--- src/rtl/div_int32_issue.sv ---
// div_int32_issue: in-order request queue that issues one division at a time to an external divider.
// Optional macro DIV_INT32_ZERO_BYPASS_EN answers divide-by-zero locally without using the divider.
module div_int32_issue #(
    parameter int TAG_W      = 4,
    parameter int FIFO_DEPTH = 2
) (
    input  logic             clock,
    input  logic             reset,
    input  logic             req_valid,
    output logic             req_ready,
    input  logic             req_opcode,
    input  logic [31:0]      req_dividend,
    input  logic [31:0]      req_divisor,
    input  logic [TAG_W-1:0] req_tag,
    output logic             resp_valid,
    input  logic             resp_ready,
    output logic [31:0]      resp_quotient,
    output logic [31:0]      resp_remainder,
    output logic [TAG_W-1:0] resp_tag,
    output logic             div_en,
    output logic             div_opcode,
    output logic [31:0]      div_dividend,
    output logic [31:0]      div_divisor,
    input  logic             div_valid_out,
    input  logic [31:0]      div_quotient,
    input  logic [31:0]      div_remainder
);
    localparam int PTR_W   = $clog2(FIFO_DEPTH);
    localparam int CNT_W   = PTR_W + 1;
    localparam int ENTRY_W = 65 + TAG_W;

    typedef enum logic [1:0] {
        IDLE  = 2'd0,
        ISSUE = 2'd1,
        WAIT  = 2'd2
    } state_t;

    logic [ENTRY_W-1:0] fifo_q [FIFO_DEPTH];
    logic [PTR_W-1:0]   wr_ptr_q, wr_ptr_d, rd_ptr_q, rd_ptr_d;
    logic [CNT_W-1:0]   count_q, count_d;
    logic               push_s, pop_s, full_s, empty_s;
    logic [ENTRY_W-1:0] head_s;
    logic               head_opcode_s;
    logic [31:0]        head_dividend_s, head_divisor_s;
    logic [TAG_W-1:0]   head_tag_s;

    state_t             state_q, state_d;
    logic               div_en_q, div_en_d;
    logic               op_opcode_q, op_opcode_d;
    logic [31:0]        op_dividend_q, op_dividend_d;
    logic [31:0]        op_divisor_q, op_divisor_d;
    logic [TAG_W-1:0]   op_tag_q, op_tag_d;
    logic               resp_valid_q, resp_valid_d;
    logic [31:0]        resp_quot_q, resp_quot_d;
    logic [31:0]        resp_rem_q, resp_rem_d;
    logic [TAG_W-1:0]   resp_tag_q, resp_tag_d;

    // Full/empty come from the registered count only, so req_ready has no input path.
    assign full_s          = (count_q == CNT_W'(FIFO_DEPTH));
    assign empty_s         = (count_q == {CNT_W{1'b0}});
    assign push_s          = req_valid && !full_s;
    assign head_s          = fifo_q[rd_ptr_q];
    assign head_opcode_s   = head_s[ENTRY_W-1];
    assign head_dividend_s = head_s[ENTRY_W-2 -: 32];
    assign head_divisor_s  = head_s[TAG_W+31 -: 32];
    assign head_tag_s      = head_s[TAG_W-1:0];

    // Queue pointer and occupancy next-state.
    always_comb begin
        wr_ptr_d = wr_ptr_q;
        rd_ptr_d = rd_ptr_q;
        count_d  = count_q;
        if (push_s) begin
            wr_ptr_d = wr_ptr_q + PTR_W'(1);
        end else begin
            wr_ptr_d = wr_ptr_q;
        end
        if (pop_s) begin
            rd_ptr_d = rd_ptr_q + PTR_W'(1);
        end else begin
            rd_ptr_d = rd_ptr_q;
        end
        case ({push_s, pop_s})
            2'b10:   count_d = count_q + CNT_W'(1);
            2'b01:   count_d = count_q - CNT_W'(1);
            default: count_d = count_q;
        endcase
    end

    // Control FSM: pop into operand registers, pulse the divider, capture its result.
    always_comb begin
        state_d       = state_q;
        pop_s         = 1'b0;
        div_en_d      = 1'b0;
        op_opcode_d   = op_opcode_q;
        op_dividend_d = op_dividend_q;
        op_divisor_d  = op_divisor_q;
        op_tag_d      = op_tag_q;
        resp_quot_d   = resp_quot_q;
        resp_rem_d    = resp_rem_q;
        resp_tag_d    = resp_tag_q;
        if (resp_valid_q && resp_ready) begin
            resp_valid_d = 1'b0;
        end else begin
            resp_valid_d = resp_valid_q;
        end
        case (state_q)
            IDLE: begin
                if (!empty_s && !resp_valid_q) begin
                    pop_s         = 1'b1;
                    op_opcode_d   = head_opcode_s;
                    op_dividend_d = head_dividend_s;
                    op_divisor_d  = head_divisor_s;
                    op_tag_d      = head_tag_s;
`ifdef DIV_INT32_ZERO_BYPASS_EN
                    if (head_divisor_s == 32'd0) begin
                        resp_valid_d = 1'b1;
                        resp_quot_d  = 32'hFFFF_FFFF;
                        resp_rem_d   = head_dividend_s;
                        resp_tag_d   = head_tag_s;
                        state_d      = IDLE;
                    end else begin
                        div_en_d = 1'b1;
                        state_d  = ISSUE;
                    end
`else
                    div_en_d = 1'b1;
                    state_d  = ISSUE;
`endif
                end else begin
                    state_d = IDLE;
                end
            end
            ISSUE: begin
                state_d = WAIT;
            end
            WAIT: begin
                if (div_valid_out) begin
                    resp_valid_d = 1'b1;
                    resp_quot_d  = div_quotient;
                    resp_rem_d   = div_remainder;
                    resp_tag_d   = op_tag_q;
                    state_d      = IDLE;
                end else begin
                    state_d = WAIT;
                end
            end
            default: begin
                state_d = IDLE;
            end
        endcase
    end

    // Queue storage.
    always_ff @(posedge clock) begin
        if (reset) begin
            for (int i = 0; i < FIFO_DEPTH; i++) begin
                fifo_q[i] <= {ENTRY_W{1'b0}};
            end
        end else if (push_s) begin
            fifo_q[wr_ptr_q] <= {req_opcode, req_dividend, req_divisor, req_tag};
        end
    end

    // State, operand and response registers.
    always_ff @(posedge clock) begin
        if (reset) begin
            wr_ptr_q      <= {PTR_W{1'b0}};
            rd_ptr_q      <= {PTR_W{1'b0}};
            count_q       <= {CNT_W{1'b0}};
            state_q       <= IDLE;
            div_en_q      <= 1'b0;
            op_opcode_q   <= 1'b0;
            op_dividend_q <= 32'd0;
            op_divisor_q  <= 32'd0;
            op_tag_q      <= {TAG_W{1'b0}};
            resp_valid_q  <= 1'b0;
            resp_quot_q   <= 32'd0;
            resp_rem_q    <= 32'd0;
            resp_tag_q    <= {TAG_W{1'b0}};
        end else begin
            wr_ptr_q      <= wr_ptr_d;
            rd_ptr_q      <= rd_ptr_d;
            count_q       <= count_d;
            state_q       <= state_d;
            div_en_q      <= div_en_d;
            op_opcode_q   <= op_opcode_d;
            op_dividend_q <= op_dividend_d;
            op_divisor_q  <= op_divisor_d;
            op_tag_q      <= op_tag_d;
            resp_valid_q  <= resp_valid_d;
            resp_quot_q   <= resp_quot_d;
            resp_rem_q    <= resp_rem_d;
            resp_tag_q    <= resp_tag_d;
        end
    end

    assign req_ready      = !full_s;
    assign resp_valid     = resp_valid_q;
    assign resp_quotient  = resp_quot_q;
    assign resp_remainder = resp_rem_q;
    assign resp_tag       = resp_tag_q;
    assign div_en         = div_en_q;
    assign div_opcode     = op_opcode_q;
    assign div_dividend   = op_dividend_q;
    assign div_divisor    = op_divisor_q;

endmodule
--- config.mk ---
export PLATFORM = sky130hd
export DESIGN_NAME = div_int32_issue
export DESIGN_NICKNAME = d
export VERILOG_FILES = /design/src/rtl/div_int32_issue.sv
export SDC_FILE = /design/constraint.sdc
export NUM_CORES = 1
export LEC_CHECK = 0
export BUFFER_PORTS_ARGS = -buffer_cell sky130_fd_sc_hd__buf_2
export CELL_PAD_IN_SITES_DETAIL_PLACEMENT = 1
export CELL_PAD_IN_SITES_GLOBAL_PLACEMENT = 1
export CORE_MARGIN = 2
export CORE_UTILIZATION = 45
export CTS_BUF_LIST = sky130_fd_sc_hd__clkbuf_16
export CTS_CLUSTER_DIAMETER = 200
export DETAILED_ROUTE_END_ITERATION = 10
export MAX_ROUTING_LAYER = met4
export PLACE_DENSITY = 0.95
export SLEW_MARGIN = 20
export SYNTH_ARGS = -nofsm -noshare
export SYNTH_HDL_FRONTEND = slang
export SYNTH_SLANG_ARGS = --single-unit
--- constraint.sdc ---
create_clock -name clock -period 5 [get_ports clock]
set_input_delay 0.5 -clock clock [delete_from_list [all_inputs] [get_ports clock]]
set_output_delay 0.5 -clock clock [all_outputs]
set_load 0.005 [all_outputs]
==> results.yml, run 1 <==
cells_and_area:
  layout_common_cells: "272 x buf_2, 144 x dfxtp_1, 140 x a21oi_1"
  regArea_sq_um: 7051
  nets: 1317
  utilization: 0.5642
  drive_above_1_share: 0.3411
  syn_to_final_growth_pct: 22.39
  multiInputGateArea_sq_um: 3852
  num-fill-cells: 2574
  layout_commonest_cell: "buf_2"
  stdcell_count: 1531
  postLayoutCellArea_sq_um: 13800
critical_path:
  endpoint: "div_opcode$_SDFFE_PP0P_"
  crit_path_end_kind: "flip-flop"
  regToRegEndpoint: "div_opcode$_SDFFE_PP0P_"
  required_ns: 5.39
  crit_family: "buffers and inverters"
  cp_max_fo: 71
  rr_worst_depth: 5
  critPathArrivalTime_ns: 3.33
  crit_buf_inv: 2
  cp_cell_sequence: "nor3_4 > buf_4 > and2_4 > buf_4 > a211oi_1"
  rr_startpoint: "state_q[1]$_SDFF_PP0_"
  path_common_cell: "buf_4"
  cp_slowest_stage_delay_ns: 0.79
  cp-startpoint: "state_q[1]$_SDFF_PP0_"
  cp_num_cells: 5
  crit_path_start_kind: "flip-flop"
  critPathKind: "reg -> reg"
  crit_path_top_delay_cell: "buf_4"
  reg2reg_slack_ns: 2.06
sta:
  post-route-min-period_ns: 2.943
  tns_ns: 0
  skew_ns: 0.009581
  max_slew_margin: 0.3036
  slew_viol_final: 0
  max_freq_ghz: 0.3398
  setup_viol: 0
  hold_viol: 0
  fin_crit_sh: 0.5885
  worst_slew_pin_slew_ns: 1.045
  rsz0062_at_grt: "no"
clock_network:
  cts-root-buf: "clkbuf_16"
  clock_latency_ns: 0.55
  numCtsBuffers: 30
  cts.clk_slew.worst_paths_ns: 0.06
  clock_sink_count: 283
  htreeDepth: 1
  ctsHoldBuffers: 0
  cts_tree: "done"
  clk_path_buf_depth: 3
  postCtsResizedCells: 0
  cts_setup_buffers: 0
placement:
  gp_congestion: 0.7435
  portBuffers: 273
  placed_cells: 1469
  dpl.hpwl_mm: 19.33
  placed_area_sq_um: 12740
yosys:
  ys_warn_count: 0
  netlist.top_cell.by_area: "edfxtp_1"
  synth.distinct_cells: 31
  yosys.area.top_type_share: 0.3675
  ys_seq_area_frac: 0.6249
  syn-num-nets: 1081
  synthesis.area_sq_um: 11280
  synth-seq-cells: 283
  ys_top_cells_by_area: "edfxtp_1 37%, dfxtp_1 26%, and2_1 7.7%, a211oi_2 7.5%, a21oi_1 6.2%"
  syn_inst: 942
  syn_avg_cell_area_sq_um: 11.97
global_routing:
  grt_max_degree: 91
  grt_pass1_wl_mm: 47.49
  grt_antenna_before_repair: 5
  grt_pass1_vias: 8484
  overflow: 0
  gr-usage-met2: 0.4161
  track_usage: 0.2365
  grt_use_met3: 0.05490
  grt_busiest_layer: "met2"
  grt.met1_usage: 0.2676
floorplan:
  core-area_sq_um: 24460
  rows: 57
  ios: 274
  initial_utilization: 0.4610
  die-area_sq_um: 26340
  die_h_um: 162.3
  die_w_um: 162.3
routing:
  routed-via-count: 8026
  ant_nets: 0
  dr.pass1.iters: 4
  vias_per_cell: 5.242
  drt-total-wl_mm: 30.74
  drtIter0Drc: 536
  drc: 0
  wl_per_cell_um: 20.08
worst_hold_path:
  min_path_type: "in -> reg"
pwr:
  total_power_uw: 7868
  p_leak_uw: 0.005494
  powerDensity_nw_per_um2: 570.1
  vdd_drop_max_v: 0.0003464
flow_run:
  maxCapViolations: 0
run_status:
  outcome: "finished, final reports clean"
==> state kept, by name, indices dropped and copies added (netlist names) <==
| name | count |
|---|---|
| div_en | 1 |
| div_divisor | 32 |
| wr_ptr_q | 1 |
| resp_valid | 1 |
| rd_ptr_q | 1 |
| op_tag_q | 4 |
| fifo_q | 138 |
| resp_tag | 4 |
| resp_remainder | 32 |
| resp_quotient | 32 |
| div_opcode | 1 |
| state_q | 2 |
| div_dividend | 32 |
| count_q | 2 |
==> kinds of logic (layout without fill, tap and decap cells) <==
kind of cell / after synthesis / count (layout) / synth area share
buffers and inverters: 78 / 338 / 0.03506
DFF: 283 / 283 / 0.6249
adders and majority gates: 1 / 1 / 0.001109
and+or+nand+nor: 296 / 296 / 0.1352
AOI/OAI and AO/OA: 212 / 212 / 0.1400
muxes: 70 / 70 / 0.06213
other: 0 / 5 / 0
xor gates and xnor gates: 2 / 2 / 0.001554
==> stage by stage <==
| step | setup slack [ns] | hold slack [ns] |
|---|---|---|
| after global routing | 1.859 | 0.1714 |
| after CTS | 2.012 | 0.1676 |
| after global placement | 2.217 | 0.4384 |
| after floorplan | 1.825 | 0.4316 |
| final | 2.057 | 0.1895 |
| after detailed placement | 1.995 | 0.4437 |
==> power breakdown <==
group | total (uW) | internal [uW] | switching, uW
registers | 3290 | 2940 | 354
clock network | 2270 | 1330 | 936
logic | 2310 | 932 | 1380
==> routing by layer <==
layer  share of wire  wire length, um  vias up
met3           0.066             2026       57
met4           0.029              906        0
met2            0.52            15840      267
li1                -                -     3779
met1            0.39            11970     3923
met5               0                0        -
==> cell usage after synthesis, drive strengths merged <==
cell type / count
or2: 2
xor2: 1
xnor2: 1
a211oi: 69
and2: 139
o21ai: 2
ha: 1
nand2b: 4
buf: 42
and4bb: 1
nor3: 1
and4b: 1
clkbuf: 36
or3: 1
nand3b: 2
nor2b: 2
edfxtp: 138
mux2i: 70
nand3: 1
nand2: 137
a21bo: 1
dfxtp: 145
nor2: 4
a21oi: 140
and3b: 1
==> how the worst min path moves through the flow <==
| stage | slack, ns | depth (start not counted) | start | endpoint |
|---|---|---|---|---|
| after CTS | 0.17 | 3 | div_quotient[25] | resp_quotient[25]$_SDFFE_PP0P_ |
| after global placement | 0.44 | 2 | resp_remainder[15]$_SDFFE_PP0P_ | resp_remainder[15]$_SDFFE_PP0P_ |
| final | 0.19 | 3 | div_quotient[25] | resp_quotient[25]$_SDFFE_PP0P_ |
| after floorplan | 0.43 | 2 | op_tag_q[0]$_SDFFE_PP0P_ | resp_tag[0]$_SDFFE_PP0P_ |
| after detailed placement | 0.44 | 2 | resp_remainder[1]$_SDFFE_PP0P_ | resp_remainder[1]$_SDFFE_PP0P_ |
| after global routing | 0.17 | 3 | div_quotient[16] | resp_quotient[16]$_SDFFE_PP0P_ |
==> worst reg2reg max path, cell delays in order (launching register included) <==
cell      delay [ns]
dfxtp_1         0.37
nor3_4          0.18
buf_4           0.68
and2_4          0.53
buf_4           0.79
a211oi_1        0.24
==> cell type report <==
| cell class | instances | share of cell area |
|---|---|---|
| Timing Repair Buffer | 282 | 0.1061 |
| Sequential cell | 283 | 0.5108 |
| Multi-Input combinational cell | 581 | 0.2791 |
| Clock inverter | 25 | 0.01750 |
| Tap cell | 324 | 0.02937 |
| Antenna cell | 5 | 0.0009065 |
| Clock buffer | 31 | 0.05621 |
No activity file was read; power rests on OpenSTA's default activity.
==> run 2, diff against run 1 <==
- ABC_AREA: unset -> 1
- CORE_UTILIZATION: 45 -> 39
- PLACE_DENSITY: 0.95 -> 0.9
- clock period: 5 -> 2.9 ns (I/O delays scaled with it)
==> results.yml, run 2 <==
run_status:
  outcome: "finished, final reports clean"
yosys:
  yosysMostFrequentCell: "nand2_1"
  synth-seq-cells: 283
  ys_top_cells_by_area: "edfxtp_1 36%, dfxtp_1 25%, nand2_1 14%, nor2_1 9.2%, inv_1 4.5%"
  yosys.area.top_type_share: 0.3579
  netlist_top_cells_count: "424 x nand2_1, 284 x nor2_1, 145 x dfxtp_1, 140 x inv_1, 138 x edfxtp_1"
  synth_edf_count: 138
  syn-num-nets: 1516
  syn_inst: 1377
  ys_seq_area_frac: 0.6087
  netlist.top_cell.by_area: "edfxtp_1"
  synth.distinct_cells: 21
  synthesis.area_sq_um: 11580
  ys_async_sr_fraction: 0
  synthFlopType: "dfxtp_1"
  ys_warn_count: 0
  syn_avg_cell_area_sq_um: 8.408
worst_hold_path:
  min_path_type: "in -> reg"
  hold_depth: 3
flow_run:
  maxCapViolations: 0
sta:
  slew_viol_final: 0
  post-route-min-period_ns: 2.062
  fin_crit_sh: 0.7112
  tns_ns: 0
  max_slew_margin: 0.4587
  hold_viol: 0
  rsz0062_at_grt: "no"
  worst_slack_ns: 0.8376
  max_freq_ghz: 0.4849
  skew_ns: 0.01328
  setup_viol: 0
  worst_slew_pin_slew_ns: 0.8119
routing:
  vias_per_cell: 4.823
  drt-total-wl_mm: 33.31
  dr.pass1.iters: 5
  drc: 0
  drtIter0Drc: 442
  ant_nets: 0
  wl_per_cell_um: 16.38
  routed-via-count: 9806
pwr:
  powerDensity_nw_per_um2: 846.5
  vdd_drop_max_v: 0.0004431
  p_leak_uw: 0.006979
  total_power_uw: 12000
global_routing:
  grt_pass1_wl_mm: 51.08
  track_usage: 0.2118
  overflow: 0
  grt_max_degree: 78
  grt_antenna_before_repair: 2
  grt_pass1_vias: 10030
cells_and_area:
  nets: 1755
  drive_above_1_share: 0.2151
  largest_register_ff_count: 138
  layout_commonest_cell: "nand2_1"
  layout_common_cells: "421 x nand2_1, 284 x nor2_1, 273 x buf_2"
  syn_to_final_growth_pct: 22.43
  max_flop_register: "fifo_q"
critical_path:
  critPathKind: "reg -> reg"
  cp_num_cells: 7
  crit_path_start_kind: "flip-flop"
  critPathArrivalTime_ns: 2.28
  path_common_cell: "nand2_4"
  crit_buf_inv: 2
  rr_worst_depth: 7
  crit_path_end_kind: "flip-flop"
  cp_cell_sequence: "inv_2 > nand2_2 > nand2_1 > nor2_1 > nand2_4 > nand2_4 > buf_12"
  cp_max_fo: 50
  crit_path_top_delay_cell: "nand2_4"
  crit_family: "simple AND/OR/NAND/NOR gates"
  required_ns: 3.12
  cp_slowest_stage_delay_ns: 0.36
floorplan:
  initial_utilization: 0.3938
  die_h_um: 176.3
  die_w_um: 176.3
  rows: 63
  die-area_sq_um: 31080
  ios: 274
  core-area_sq_um: 29400
clock_network:
  cts.clk_slew.worst_paths_ns: 0.06
  cts-root-buf: "clkbuf_16"
  htreeDepth: 1
  clock_sink_count: 283
  clk_path_buf_depth: 3
  clock_latency_ns: 0.55
  postCtsResizedCells: 0
  cts_tree: "done"
  numCtsBuffers: 31
placement:
  portBuffers: 273
  gp_congestion: 0.8051
  dpl.hpwl_mm: 21.59
  pre_cts_ws_ns: 0.8048
run 2: final cells by class:
class / count / area [sq um]
tap: 390 / 488.0
inverter: 145 / 545.5
sequential: 283 / 7049
clock buffer: 31 / 775.7
clock inverter: 27 / 155.1
timing repair buffer: 296 / 1602
antenna: 2 / 5.005
multi-input combinational: 859 / 3553
fill: 3557 / 15230
run 2: cells by family (layout without fill, tap and decap cells):
| logic type | count (synthesis) | after routing | synth area share |
|---|---|---|---|
| and+or+nand+nor | 784 | 784 | 0.2710 |
| other | 0 | 2 | 0 |
| adders and majority gates | 1 | 1 | 0.001081 |
| DFF | 283 | 283 | 0.6087 |
| buffers and inverters | 235 | 499 | 0.08700 |
| AOI/OAI and AO/OA | 74 | 74 | 0.03221 |
run 2: per-layer routing:
layer,up-vias,wire length (um),GRT usage
met1,4661,13600,0.2456
met4,0,736,0.05820
li1,4786,-,-
met3,49,2143,0.03316
met2,310,16820,0.3807
met5,-,0,-
run 2: per-stage QoR:
step | utilization | instances | cell area (sq um) | hold WS (ns)
2_1_floorplan | - | 1377 | 11580 | 0.4533
3_3_place_gp | 0.4485 | 1968 | 13190 | 0.4451
3_5_place_dp | 0.4485 | 1968 | 13190 | 0.4528
4_1_cts | 0.4819 | 2031 | 14170 | 0.0009430
5_1_grt | 0.4821 | 2033 | 14170 | 0.01117
6_report | 0.4821 | 2033 | 14170 | 0.02448
run 2: worst paths after layout:
kind                                 start  slack [ns]                              end
hold reg to reg   resp_tag[2]$_SDFFE_PP0P_        0.46         resp_tag[2]$_SDFFE_PP0P_
hold / removal           div_remainder[20]        0.02  resp_remainder[20]$_SDFFE_PP0P_
setup reg to reg   count_q[0]$_SDFFE_PP0P_        0.84      fifo_q[0][62]$_SDFFCE_PN0P_
setup / recovery   count_q[0]$_SDFFE_PP0P_        0.84      fifo_q[0][62]$_SDFFCE_PN0P_
run 2: what timing repair did:
item | 4_1_cts | 5_1_grt
endpoints found under the hold margin | 5 | 0
hold buffers | 5 | 0
setup buffers | 0 | 0
run 2: power breakdown:
part	total [uW]	internal, uW	leakage, uW	switching, uW
Combinational	3270	1040	0.00386	2220
Sequential	5110	4840	0.00263	274
Clock	3620	2030	0.000494	1600
run 2: worst min-delay path, stage by stage:
cell and delay, ns:
buf_2 0.10, nand4_1 0.07, a21oi_1 0.06
==> run 3, diff against run 2 <==
- ABC_AREA: 1 -> 0
- CORE_UTILIZATION: 39 -> 38
- PLACE_DENSITY: 0.9 -> 0.87
- clock period: 2.9 -> 1.8 ns (I/O delays scaled with it)
==> results.yml, run 3 (same netlist as run 1, synthesis figures left out) <==
routing:
  wl_per_cell_um: 20.45
  drtIter0Drc: 417
  wl_met2_mm: 18.91
  dr_wl_met3_mm: 1.945
  drc: 0
  dr.pass1.iters: 4
  drt-met1-wl_mm: 13.75
  routed-via-count: 8828
  vias_per_cell: 5.056
  drt-total-wl_mm: 35.71
  top_layer: "met4"
  ant_nets: 0
critical_path:
  critPathKind: "reg -> reg"
  cp_cell_sequence: "or2_2 > clkbuf_8 > a21oi_1 > a211oi_2"
  critPathArrivalTime_ns: 2.13
  crit_path_start_kind: "flip-flop"
  cp_slowest_stage_delay_ns: 0.50
  required_ns: 2.23
  crit_path_end_kind: "flip-flop"
  cp_max_fo: 70
  crit_path_top_delay_cell: "clkbuf_8"
pwr:
  vdd_drop_max_v: 0.0009068
  powerDensity_nw_per_um2: 1439
  total_power_uw: 22210
  p_leak_uw: 0.006194
clock_network:
  htreeDepth: 1
  clock_sink_count: 283
  clock_latency_ns: 0.54
  cts_tree: "done"
  cts-root-buf: "clkbuf_16"
  cts_setup_buffers: 0
  cts.clk_slew.worst_paths_ns: 0.07
  clk_path_buf_depth: 3
  numCtsBuffers: 30
placement:
  dpl.hpwl_mm: 19.42
  portBuffers: 273
  placed_area_sq_um: 13110
  gp_congestion: 0.7835
floorplan:
  die-area_sq_um: 31070
  die_w_um: 176.3
  die_h_um: 176.3
  initial_utilization: 0.3835
  rows: 63
  core-area_sq_um: 29400
  ios: 274
global_routing:
  grt_pass1_vias: 9655
  track_usage: 0.2307
  grt_max_degree: 84
  grt_antenna_before_repair: 3
  overflow: 0
  grt_pass1_wl_mm: 54.01
cells_and_area:
  nets: 1469
  num-fill-cells: 3100
  syn_to_final_growth_pct: 36.88
  drive_above_1_share: 0.3112
  layout_common_cells: "272 x buf_2, 143 x dfxtp_1, 140 x a21oi_1"
  layout_commonest_cell: "buf_2"
  max_flop_register: "fifo_q"
  largest_register_ff_count: 138
  multiInputGateArea_sq_um: 3867
  postLayoutCellArea_sq_um: 15440
  regArea_sq_um: 7052
sta:
  max_freq_ghz: 0.5868
  skew_ns: 0.008566
  fin_crit_sh: 0.9468
  post-route-min-period_ns: 1.704
  max_slew_margin: 0.3246
  hold_viol: 0
  slew_viol_final: 0
  worst_slew_pin_slew_ns: 1.013
  setup_viol: 0
  rsz0062_at_grt: "no"
run_status:
  outcome: "finished, final reports clean"
flow_run:
  maxCapViolations: 0
worst_hold_path:
  min_path_type: "in -> reg"
## run 3: cell types whose count changed in the layout (fill, tap and decap cells not counted), sizes merged, moves of 68 or more
cell         change
nor2           -281
dlygate4sd3    +132
mux2i           +70
a21oi           +68
nand4           -69
inv            -143
nand2          -288
and2           +139
a211oi          +69
## run 3: where the power goes
group	total (uW)	leakage (uW)	switching, uW	internal, uW
Sequential	8980	0.00265	829	8150
Combinational	7330	0.00304	4250	3090
Clock	5900	0.000503	2520	3380
## run 3: path summary, 6_finish.rpt
| check | cells after the start | end | start | slack [ns] |
|---|---|---|---|---|
| max | 4 | div_dividend[10]$_SDFFE_PP0P_ | count_q[1]$_SDFFE_PP0P_ | 0.1 |
| min | 5 | count_q[0]$_SDFFE_PP0P_ | req_valid | 0.21 |
| max reg2reg | 4 | div_dividend[10]$_SDFFE_PP0P_ | count_q[1]$_SDFFE_PP0P_ | 0.1 |
| min reg2reg | 2 | resp_remainder[20]$_SDFFE_PP0P_ | resp_remainder[20]$_SDFFE_PP0P_ | 0.45 |
## run 3: worst max-delay path, delay by kind of cell (launching register included)
kind / cells / cell delay [ns]
AOI/OAI and AO/OA: 2 / 0.49
buffers and inverters: 1 / 0.50
DFF: 1 / 0.42
and+or+nand+nor: 1 / 0.17
## run 3: per-stage QoR
stage,worst slack [ns],hold WS (ns),utilization,setup TNS [ns],cells
after floorplan,-0.07892,0.3160,-,-5.450,942
after global placement,0.1252,0.3991,0.4459,0,1551
after detailed placement,-0.01309,0.4029,0.4459,-0.03345,1551
after CTS,0.1198,0.1871,0.5245,0,1743
after global routing,0.02517,0.2108,0.5250,0,1746
final,0.09576,0.2085,0.5250,0,1746
## run 3: layout make-up
class                      count  share of cell area
sequential                   283              0.4568
multi-input combinational    581              0.2505
timing repair buffer         434              0.1998
clock buffer                  31             0.05026
tap                          390             0.03161
clock inverter                24             0.01046
antenna                        3           0.0004863
## run 3: routing by layer
metal  up-vias  global-route usage
met5         -                   -
li1       4081                   -
met1      4377              0.2446
met4         0             0.08368
met2       294              0.4273
met3        76             0.04177
## run 3: timing repair
item	CTS	global route
hold buffers	137	0
gates resized for setup	1	2
endpoints found under the hold margin	207	0
setup endpoints to repair	20	9
